$ cat config.mk
export PLATFORM = sky130hd
export DESIGN_NAME = merger_lane_buffer_flat
export DESIGN_NICKNAME = d
export VERILOG_FILES = /design/src/rtl/merger_lane_buffer_if.sv /design/src/rtl/merger_lane_buffer.sv /design/src/flat_wrapper.sv
export SDC_FILE = /design/constraint.sdc
export NUM_CORES = 1
export LEC_CHECK = 0
export CAP_MARGIN = 10
export CORE_MARGIN = 2
export CORE_UTILIZATION = 45
export CTS_CLUSTER_DIAMETER = 80
export DETAILED_ROUTE_END_ITERATION = 10
export PLACE_DENSITY = 0.67
export SYNTH_ARGS = -nofsm -noshare
export SYNTH_HDL_FRONTEND = slang
export SYNTH_SLANG_ARGS = --single-unit
export TNS_END_PERCENT = 5
$ cat constraint.sdc
create_clock -name clock -period 3.52 [get_ports clock]
set_input_delay 0.528 -clock clock [delete_from_list [all_inputs] [get_ports clock]]
set_output_delay 0.528 -clock clock [all_outputs]
set_load 0.02 [all_outputs]
$ cat src/rtl/merger_lane_buffer_if.sv
// Handshake bundle between the lane buffer, its two stream producers and the binary merger.
interface merger_lane_buffer_if #(
  parameter int W = 32
);
  logic           start;
  logic [2*W-1:0] in_coord;
  logic [1:0]     in_last;
  logic [1:0]     in_valid;
  logic [1:0]     in_ready;
  logic [2*W-1:0] coord_out;
  logic           selected;
  logic [1:0]     fetch_next;
  logic           out_ready;
  logic           merged_valid;
  logic           done;
  logic           err;

  modport slave (
    input  start, in_coord, in_last, in_valid, fetch_next, out_ready,
    output in_ready, coord_out, selected, merged_valid, done, err
  );

  modport master (
    output start, in_coord, in_last, in_valid, fetch_next, out_ready,
    input  in_ready, coord_out, selected, merged_valid, done, err
  );
endinterface

$ cat src/rtl/merger_lane_buffer.sv
// Two-lane coordinate buffer feeding binary_merger: per-lane FIFOs, end-of-stream
// sentinel substitution and the merged-output valid/ready handshake.
module merger_lane_buffer #(
  parameter int MERGER_COORD_BITS = 32,
  parameter int FIFO_DEPTH        = 4
) (
  input  logic                clock,
  input  logic                reset,
  merger_lane_buffer_if.slave bus
);

  localparam int W     = MERGER_COORD_BITS;
  localparam int PTR_W = (FIFO_DEPTH > 1) ? $clog2(FIFO_DEPTH) : 1;
  localparam int CNT_W = $clog2(FIFO_DEPTH + 1);

  localparam logic [CNT_W-1:0] CNT_FULL = CNT_W'(FIFO_DEPTH);
  localparam logic [CNT_W-1:0] CNT_ZERO = CNT_W'(0);
  localparam logic [CNT_W-1:0] CNT_ONE  = CNT_W'(1);
  localparam logic [PTR_W-1:0] PTR_ZERO = PTR_W'(0);
  localparam logic [PTR_W-1:0] PTR_ONE  = PTR_W'(1);
  localparam logic [PTR_W-1:0] PTR_LAST = PTR_W'(FIFO_DEPTH - 1);
  localparam logic [W-1:0]     SENTINEL = {W{1'b1}};

  typedef enum logic [1:0] {
    ST_IDLE  = 2'b00,
    ST_MERGE = 2'b01,
    ST_DONE  = 2'b10
  } state_t;

  state_t r_state;
  state_t w_state_nxt;

  logic [W:0]       r_mem   [2][FIFO_DEPTH];
  logic [PTR_W-1:0] r_wptr  [2];
  logic [PTR_W-1:0] r_rptr  [2];
  logic [CNT_W-1:0] r_count [2];
  logic [1:0]       r_ended;
  logic             r_err;

  logic [W:0]     w_head [2];
  logic [1:0]     w_full;
  logic [1:0]     w_head_real;
  logic [1:0]     w_lane_ok;
  logic [1:0]     w_push;
  logic [1:0]     w_pop;
  logic [1:0]     w_pop_last;
  logic           w_in_merge;
  logic           w_start_clr;
  logic           w_done;
  logic           w_merged_valid;
  logic           w_selected;
  logic           w_err_evt;
  logic [2*W-1:0] w_coord_out;

  function automatic logic [PTR_W-1:0] ptr_inc(input logic [PTR_W-1:0] p);
    if (p == PTR_LAST) begin
      return PTR_ZERO;
    end else begin
      return p + PTR_ONE;
    end
  endfunction

  // State register.
  always_ff @(posedge clock or negedge reset) begin
    if (!reset) begin
      r_state <= ST_IDLE;
    end else begin
      r_state <= w_state_nxt;
    end
  end

  // Next-state logic; start is only honoured outside MERGE.
  always_comb begin
    w_state_nxt = r_state;
    case (r_state)
      ST_IDLE: begin
        if (bus.start) begin
          w_state_nxt = ST_MERGE;
        end else begin
          w_state_nxt = ST_IDLE;
        end
      end
      ST_MERGE: begin
        if (r_ended == 2'b11) begin
          w_state_nxt = ST_DONE;
        end else begin
          w_state_nxt = ST_MERGE;
        end
      end
      ST_DONE: begin
        if (bus.start) begin
          w_state_nxt = ST_MERGE;
        end else begin
          w_state_nxt = ST_DONE;
        end
      end
      default: w_state_nxt = ST_IDLE;
    endcase
  end

  // FSM outputs.
  always_comb begin
    w_in_merge  = 1'b0;
    w_done      = 1'b0;
    w_start_clr = 1'b0;
    case (r_state)
      ST_IDLE:  w_start_clr = bus.start;
      ST_MERGE: w_in_merge  = 1'b1;
      ST_DONE: begin
        w_done      = 1'b1;
        w_start_clr = bus.start;
      end
      default: w_in_merge = 1'b0;
    endcase
  end

  // Per-lane FIFO status; an ended lane hides whatever is still queued behind it.
  always_comb begin
    w_full      = 2'b00;
    w_head_real = 2'b00;
    w_lane_ok   = 2'b00;
    w_push      = 2'b00;
    for (int i = 0; i < 2; i++) begin
      w_head[i]      = r_mem[i][r_rptr[i]];
      w_full[i]      = (r_count[i] == CNT_FULL);
      w_head_real[i] = (r_count[i] != CNT_ZERO) & ~r_ended[i];
      w_lane_ok[i]   = w_head_real[i] | r_ended[i];
      w_push[i]      = bus.in_valid[i] & ~w_full[i];
    end
  end

  // Merge handshake, protocol checking and head presentation.
  always_comb begin
    w_merged_valid = w_in_merge & w_lane_ok[0] & w_lane_ok[1] & ~(r_ended[0] & r_ended[1]);
    w_selected     = w_merged_valid & bus.out_ready;
    w_err_evt      = ((bus.fetch_next != 2'b00) & ~w_selected)
                   | ((bus.fetch_next & ~w_head_real) != 2'b00)
                   | (bus.fetch_next == 2'b11);
    if (w_err_evt) begin
      w_pop = 2'b00;
    end else begin
      w_pop = bus.fetch_next & {2{w_selected}} & w_head_real;
    end
    w_pop_last  = 2'b00;
    w_coord_out = {2*W{1'b1}};
    for (int i = 0; i < 2; i++) begin
      w_pop_last[i] = w_pop[i] & w_head[i][W];
      if (w_head_real[i]) begin
        w_coord_out[i*W +: W] = w_head[i][W-1:0];
      end else begin
        w_coord_out[i*W +: W] = SENTINEL;
      end
    end
  end

  // FIFO storage; flushing is done through the pointers, so the array needs no reset.
  always_ff @(posedge clock) begin
    for (int i = 0; i < 2; i++) begin
      if (w_push[i]) begin
        r_mem[i][r_wptr[i]] <= {bus.in_last[i], bus.in_coord[i*W +: W]};
      end
    end
  end

  // FIFO pointers and occupancy.
  always_ff @(posedge clock or negedge reset) begin
    if (!reset) begin
      for (int i = 0; i < 2; i++) begin
        r_wptr[i]  <= PTR_ZERO;
        r_rptr[i]  <= PTR_ZERO;
        r_count[i] <= CNT_ZERO;
      end
    end else begin
      for (int i = 0; i < 2; i++) begin
        if (w_push[i]) begin
          r_wptr[i] <= ptr_inc(r_wptr[i]);
        end
        if (w_pop[i]) begin
          r_rptr[i] <= ptr_inc(r_rptr[i]);
        end
        case ({w_push[i], w_pop[i]})
          2'b10:   r_count[i] <= r_count[i] + CNT_ONE;
          2'b01:   r_count[i] <= r_count[i] - CNT_ONE;
          default: r_count[i] <= r_count[i];
        endcase
      end
    end
  end

  // Stream-ended flags and the sticky protocol error; start re-arms both.
  always_ff @(posedge clock or negedge reset) begin
    if (!reset) begin
      r_ended <= 2'b00;
      r_err   <= 1'b0;
    end else begin
      if (w_start_clr) begin
        r_ended <= 2'b00;
      end else begin
        r_ended <= r_ended | w_pop_last;
      end
      r_err <= (r_err & ~w_start_clr) | w_err_evt;
    end
  end

  assign bus.in_ready     = ~w_full;
  assign bus.coord_out    = w_coord_out;
  assign bus.merged_valid = w_merged_valid;
  assign bus.selected     = w_selected;
  assign bus.done         = w_done;
  assign bus.err          = r_err;

endmodule

$ cat src/flat_wrapper.sv
// flat-port wrapper written by rule: the top's interface ports become plain ports
module merger_lane_buffer_flat 
#(
  parameter int MERGER_COORD_BITS = 32,
  parameter int FIFO_DEPTH        = 4
)
  (clock, reset, bus_start, bus_in_coord, bus_in_last, bus_in_valid, bus_fetch_next, bus_out_ready, bus_in_ready, bus_coord_out, bus_selected, bus_merged_valid, bus_done, bus_err);
  merger_lane_buffer_if #(.W((32))) bus_i ();
  input  logic clock;
  input  logic reset;
  input wire logic [$bits(bus_i.start)-1:0] bus_start;
  input wire logic [$bits(bus_i.in_coord)-1:0] bus_in_coord;
  input wire logic [$bits(bus_i.in_last)-1:0] bus_in_last;
  input wire logic [$bits(bus_i.in_valid)-1:0] bus_in_valid;
  input wire logic [$bits(bus_i.fetch_next)-1:0] bus_fetch_next;
  input wire logic [$bits(bus_i.out_ready)-1:0] bus_out_ready;
  output wire logic [$bits(bus_i.in_ready)-1:0] bus_in_ready;
  output wire logic [$bits(bus_i.coord_out)-1:0] bus_coord_out;
  output wire logic [$bits(bus_i.selected)-1:0] bus_selected;
  output wire logic [$bits(bus_i.merged_valid)-1:0] bus_merged_valid;
  output wire logic [$bits(bus_i.done)-1:0] bus_done;
  output wire logic [$bits(bus_i.err)-1:0] bus_err;
  assign bus_i.start = bus_start;
  assign bus_i.in_coord = bus_in_coord;
  assign bus_i.in_last = bus_in_last;
  assign bus_i.in_valid = bus_in_valid;
  assign bus_i.fetch_next = bus_fetch_next;
  assign bus_i.out_ready = bus_out_ready;
  assign bus_in_ready = bus_i.in_ready;
  assign bus_coord_out = bus_i.coord_out;
  assign bus_selected = bus_i.selected;
  assign bus_merged_valid = bus_i.merged_valid;
  assign bus_done = bus_i.done;
  assign bus_err = bus_i.err;
  merger_lane_buffer #(.MERGER_COORD_BITS(MERGER_COORD_BITS), .FIFO_DEPTH(FIFO_DEPTH)) u_core (.clock(clock), .reset(reset), .bus(bus_i));
endmodule
=== Word level (Yosys, flattened, before mapping) ===
Memories as Yosys holds them, arrays and structs flattened.
Cells that the tools add are included.

* Add/subtract/negate cells: 8
* Magnitude comparators: 6
* Eq/ne operators: 14
* Muxes and demuxes: 31
* Bitwise logic cells: 35
* Reductions and logical operators: 10

{| class="wikitable"
|+ Operators by type and width
! cell !! count
|-
| two-way mux 132 bit || 2
|-
| two-way mux 33 bit || 6
|-
| binary-select mux 33 bit (select 2 bit) || 2
|-
| demux 33 bit (select 2 bit) || 2
|-
| two-way mux 32 bit || 2
|-
| == test 2 bit (second input constant) || 9
|-
| two-way mux 2 bit || 8
|-
| bitwise AND 1 bit || 13
|-
| greater-or-equal comparator 3 bit (second input constant) || 4
|-
| inverter 2 -> 3 bit || 4
|-
| one-hot mux 3 bit (2 select lines) || 2
|-
| adder 2 x 1 -> 2 bit (second input constant) || 4
|-
| nonzero test 2 bit || 4
|-
| inverter 1 bit || 7
|-
| adder 3 x 1 -> 3 bit (second input constant) || 2
|-
| bitwise AND 2 bit || 3
|-
| == test 2 x 1 -> 1 bit (second input constant) || 3
|-
| == test 3 bit (second input constant) || 2
|-
| < comparator 3 x 1 -> 1 bit (second input constant) || 2
|-
| two-way mux 1 bit || 6
|-
| one-hot mux 2 bit (3 select lines) || 1
|-
| nonzero test 3 bit || 2
|-
| subtractor 3 x 1 -> 3 bit (second input constant) || 2
|-
| bitwise OR 1 bit || 5
|-
| 5 further kinds || 7
|}

* Flip-flop bits (word level): 19
* Memory bits (writable): 264
* Input port bits: 74
* Output and inout bits: 70
* Word-level logic and storage cells: 114
* Memories: 1

{| class="wikitable"
|+ Memories
! memory !! words !! width !! read ports !! clocked after Yosys merged registers in !! wr ports !! line !! source
|-
| u_core.r_mem || 2 || 132 || 2 || 0 || 2 || merger_lane_buffer.sv:33 || <nowiki>logic [W:0] r_mem [2][FIFO_DEPTH];</nowiki>
|}

=== Depth between registers and ports, before layout ===
* Depth after elaboration: 15
* Mapped depth: 11
* Mapped depth without buffers: 10

=== Least setup slack after synthesis ===
OpenSTA, ideal clock, no wires.

* Path kind: register to register
* Start point: reg u_core.r_ended[1]
* End point: reg u_core.r_count[5] in the netlist's numbering
* Setup time: 0.079 ns
* Arrival: 2.143 ns
* Data required time: 3.441 ns
* Path slack: 1.297 ns
* Cell stages (with the launch flop): 12
* Path buffers: 2
* Clock period less this slack: 2.223 ns
* Cell sequence: dfrtp_1 > buf_6 > and2_1 > nor3_2 > and3_1 > buf_6 > ha_1 > inv_1 > fa_1 > xor2_1 > nor2_1 > xor2_1

* Cells in the longest elaborated chain, start to end: 13

{| class="wikitable"
|+ RTL lines
! item !! line !! source
|-
| from (decl) || merger_lane_buffer.sv:37 || <nowiki>logic [1:0] r_ended;</nowiki>
|-
| from (signal assigned) || merger_lane_buffer.sv:199 || <nowiki>r_ended <= r_ended | w_pop_last;</nowiki>
|-
| inverter 1 bit || merger_lane_buffer.sv:126 || <nowiki>w_head_real[i] = (r_count[i] != CNT_ZERO) & ~r_ended[i];</nowiki>
|-
| bitwise AND 1 bit || merger_lane_buffer.sv:126 ||
|-
| bitwise OR 1 bit || merger_lane_buffer.sv:127 || <nowiki>w_lane_ok[i] = w_head_real[i] | r_ended[i];</nowiki>
|-
| bitwise AND 1 bit (2 in a row) || merger_lane_buffer.sv:134 || <nowiki>w_merged_valid = w_in_merge & w_lane_ok[0] & w_lane_ok[1] & ~(r_ended[0] & r_ended[1]);</nowiki>
|-
| bitwise AND 1 bit || merger_lane_buffer.sv:135 || <nowiki>w_selected = w_merged_valid & bus.out_ready;</nowiki>
|-
| inverter 1 bit || merger_lane_buffer.sv:136 || <nowiki>w_err_evt = ((bus.fetch_next != 2'b00) & ~w_selected)</nowiki>
|-
| bitwise AND 1 bit || merger_lane_buffer.sv:136 ||
|-
| bitwise OR 1 bit || merger_lane_buffer.sv:137 || <nowiki>| ((bus.fetch_next & ~w_head_real) != 2'b00)</nowiki>
|-
| bitwise OR 1 bit || merger_lane_buffer.sv:138 || <nowiki>| (bus.fetch_next == 2'b11);</nowiki>
|-
| two-way mux 2 bit (*) || merger_lane_buffer.sv:139 || <nowiki>if (w_err_evt) begin</nowiki>
|-
| named net u_core.w_pop[0] || merger_lane_buffer.sv:45 || <nowiki>logic [1:0] w_pop;</nowiki>
|-
| == test 2 x 1 -> 1 bit or == test 2 bit (tied branches) || merger_lane_buffer.sv:181 || <nowiki>case ({w_push[i], w_pop[i]})</nowiki>
|-
| one-hot mux 3 bit (2 select lines) or nonzero test 2 bit (tied branches) || - ||
|-
| to (signal, indexed assignment) || merger_lane_buffer.sv:182 || <nowiki>2'b10: r_count[i] <= r_count[i] + CNT_ONE;</nowiki>
|-
| to (signal, indexed assignment) || merger_lane_buffer.sv:183 || <nowiki>2'b01: r_count[i] <= r_count[i] - CNT_ONE;</nowiki>
|-
| to (signal, indexed assignment) || merger_lane_buffer.sv:184 || <nowiki>default: r_count[i] <= r_count[i];</nowiki>
|-
| to (decl) || merger_lane_buffer.sv:36 || <nowiki>logic [CNT_W-1:0] r_count [2];</nowiki>
|}

The timed path passes the listed nets; every way through them passes the cells marked *.
A chain may end at the register's enable or synchronous reset.

=== Final worst setup path ===
* Start point: reg u_core.r_rptr[0] in the netlist's numbering
* End point: out bus_coord_out[48]

* Cells in the longest elaborated chain, start to end: 5

{| class="wikitable"
|+ RTL lines
! item !! line !! source
|-
| from (decl) || merger_lane_buffer.sv:35 || <nowiki>logic [PTR_W-1:0] r_rptr [2];</nowiki>
|-
| from (signal, indexed assignment) || merger_lane_buffer.sv:179 || <nowiki>r_rptr[i] <= ptr_inc(r_rptr[i]);</nowiki>
|-
| inverter 2 -> 3 bit (not written as such) || merger_lane_buffer.sv:124 || <nowiki>w_head[i] = r_mem[i][r_rptr[i]];</nowiki>
|-
| binary-select mux 33 bit (select 2 bit) || merger_lane_buffer.sv:124 ||
|-
| two-way mux 33 bit (not written as such) (2 in a row) || merger_lane_buffer.sv:124 ||
|-
| two-way mux 32 bit || merger_lane_buffer.sv:148 || <nowiki>if (w_head_real[i]) begin</nowiki>
|-
| to (decl) || flat_wrapper.sv:18 || <nowiki>output wire logic [$bits(bus_i.coord_out)-1:0] bus_coord_out;</nowiki>
|}

Every way passes these cells. The select of a mux whose other input is x is not followed.

==> results_dict.tcl <==
set metrics [dict create \
    status "finished, final reports clean" \
    initial_core_util_pct 46.1 \
    rsz0062_at_grt "false" \
    worst_slew_pin_slew_ns 0.959 \
    detailed_place_hpwl_um 13000 \
    cts_buffer_depth 3 \
    power_density_mw_per_mm2 885 \
    power.internal_w 0.00837 \
    clock_skew_ns 0.0129 \
    dr.pass1.iters 4 \
    finalPower_w 0.0123 \
    syn_avg_cell_area_um2 21.0 \
    max_slew_margin_pct 35.9 \
    power.share.combinational_pct 38.7 \
    synth_top_cell_area_share_pct 70.5 \
    grt_pass1_wl_um 34000 \
    ys_ff_latch 283 \
    drc 0 \
    end_kind "output port" \
    drv_slew 0 \
    grt_antenna_before_repair 1 \
    swShare_pct 31.8 \
    drt_iter0_markers 286 \
    fp.dieW_um 162 \
    port_buffers 143 \
    viasPerCell 5.38 \
    nets 773 \
    io_pins 144 \
    clock_sinks 283 \
    clkPwrFrac_pct 22.6 \
    max-vdd-ir-drop_mv 0.530 \
    yosysUniqueCellTypes 33 \
    gr-total-overflow 0 \
    place_ws_ns 0.623 \
    p_seq_share_pct 38.7 \
    die_h_um 162 \
    cts_inserted_buffers 29 \
    synth_area_mm2 0.0112 \
    coreArea_mm2 0.0244 \
    ant_nets 0 \
    cts_max_level 1 \
    placed_cells 978 \
    drive_gt1_share_pct 18.2 \
    synth_area_leaders "edfxtp_1 71%, mux4_2 11%, dfrtp_1 4.2%, or3_1 3.6%, mux4_1 2.3%" \
    wl_per_cell_um 21.0 \
    setup_violations 0 \
    max_cap_viol_count 0 \
    hold_path.class "reg2reg" \
    syn_to_final_growth_pct 23.3 \
    syn_nets 623 \
    synth_top_area_cell "edfxtp_1" \
    syn_inst 535 \
    worst_ep_arrival_time_ns 2.78 \
    dieArea_mm2 0.0263 \
    finalSetupTns_ns 0 \
    grt_pass1_vias 6118 \
    worstPathRequired_ns 2.99 \
    period_needed_ns 3.31 \
    final-hold-violation-count 0 \
    grt_usage_pct 16.8 \
    start_kind "flop" \
    yosysWarnings 0 \
    fin_cells 1032 \
    power.switching_w 0.00390 \
    clkTransAtPathRegs_ns 0.06 \
    clock_latency_ns 0.53 \
    ys_seq_area_share_pct 74.7 \
    final.period_utilization_pct 94.0 \
    worst_slack_ns 0.210 \
    grt_max_degree 37 \
    gp_congestion 0.730 \
    crit_type "reg2out" \
    std_cell_rows 57 \
    cts.root.buffer_cell "clkbuf_16" \
    vias 5550 \
    drt-total-wl_um 21600 \
    cts_hold_buf 0 \
    leakagePower_nw 4.70 \
    cts_tree "yes" \
    path_max_fanout 22 \
    fmax_ghz 0.302 \
]
-- kinds of logic after synthesis --
family / Yosys count / synth area share (%)
flops: 283 / 74.7
simple gates: 105 / 5.83
mux: 75 / 14.6
buf+inv: 45 / 2.23
fa+ha+maj: 14 / 1.69
compound gates: 7 / 0.456
xor+xnor: 6 / 0.467
-- worst max-delay path: stages, from the launching register on --
cell and delay (ns):
dfrtp_4 0.59, buf_12 0.26, mux4_2 0.51, or3_1 0.35, clkdlybuf4s50_1 0.55
-- cells in the mapped netlist --
cell type	n
nor4_1	1
o2bb2ai_1	1
or3_1	64
fa_1	2
mux2_4	4
xnor2_1	2
nor3_1	2
nand2b_1	2
nand2_1	3
ha_1	12
buf_6	10
inv_1	13
nor4b_1	2
o211a_1	1
dfrtp_1	19
mux2_2	4
a22o_1	2
xor2_1	4
nor2_1	7
mux4_1	10
nor3_2	3
nor2b_1	2
nand3_1	2
clkbuf_1	19
buf_4	1
and3_1	10
mux4_2	56
nor4_2	2
edfxtp_1	264
mux2i_1	1
o21ai_0	3
and2_1	5
buf_2	2
-- final timing paths --
check | slack, ns | from | end | cells after the start
min in group asynchronous | 0.53 | reset | u_core.bus.err$_DFF_PN0_ | 1
worst min-delay path | 0.50 | u_core.bus.err$_DFF_PN0_ | u_core.bus.err$_DFF_PN0_ | 2
worst min register to register | 0.50 | u_core.bus.err$_DFF_PN0_ | u_core.bus.err$_DFF_PN0_ | 2
max in group asynchronous | 2.28 | reset | u_core.r_rptr[0]$_DFFE_PN0P_ | 1
worst max register to register | 1.01 | u_core.r_ended[0]$_DFF_PN0_ | u_core.r_count[5]$_DFFE_PN0P_ | 9
worst max-delay path | 0.21 | u_core.r_rptr[0]$_DFFE_PN0P_ | bus_coord_out[48] | 4
-- cell usage in the layout (no fill, tap or decap), types with 2 or more instances in the layout --
cell type,count
clkinv_1,8
or3_1,64
ha_1,12
and2_1,5
nor2_1,7
clkbuf_1,3
clkinvlp_4,3
a22o_1,2
o21ai_0,3
nor3_4,2
buf_12,2
mux4_2,56
nor3_1,2
fa_1,2
nor4b_1,2
nor2b_1,2
edfxtp_1,264
clkbuf_16,29
xnor2_1,2
mux2_2,4
and3_1,2
nand3_1,2
inv_1,13
mux4_1,10
and3_2,8
clkdlybuf4s50_1,143
nand2_1,3
xor2_1,4
nand2b_1,2
buf_4,6
mux2_4,4
nor4_2,2
clkinv_2,8
dfrtp_1,17
-- sequential cells by signal, summed over array words and instances (netlist names) --
signal / flops
u_core.r_count: 6
u_core.r_ended: 2
u_core.r_wptr: 4
u_core.r_state: 2
u_core.r_rptr: 4
u_core.r_mem: 264
u_core.bus.err: 1
-- routing by layer --
layer	vias up	routed length [µm]	global-route usage, %	part of all wire, %
met2	170	11200	29.7	52
li1	2496	-	-	-
met3	31	1600	4.78	7.4
met4	0	393	3.54	1.8
met1	2853	8470	20.7	39
met5	-	0	0	0
-- cell type report --
type                    instances  area [µm²]
clock buffers                  32         737
well taps                     324         405
inverters                      13        48.8
diodes                          1        2.50
multi-input cells             207        2610
clock inverters                21         131
fillers                      1882       10500
flip-flops and latches        283        8410
repair buffers                151        1520
-- power groups by stage --
stage | combinational, W | sequential, W | clock (W)
after floorplan | 0.00305 | 0.00468 | 0
after global placement | 0.00477 | 0.00477 | 0
after detailed placement | 0.00483 | 0.00482 | 0
after CTS | 0.00486 | 0.00476 | 0.00283
after global routing | 0.00513 | 0.00481 | 0.00296
final | 0.00475 | 0.00475 | 0.00277
-- timing repair --
item | 4_1_cts | 5_1_grt
endpoints found under the setup margin | 0 | 13
setup buffers | 0 | 0
gates resized for setup | 0 | 1
hold endpoints to repair | 0 | 0
-- metrics by stage --
step,util [%],area (µm²),hold WS [ns]
after floorplan,-,11200,0.232
after global placement,53.2,13000,0.479
after detailed placement,53.2,13000,0.499
after CTS,56.8,13900,0.512
after global routing,56.8,13900,0.539
final,56.8,13900,0.498
(Power assumes the default switching activity.)
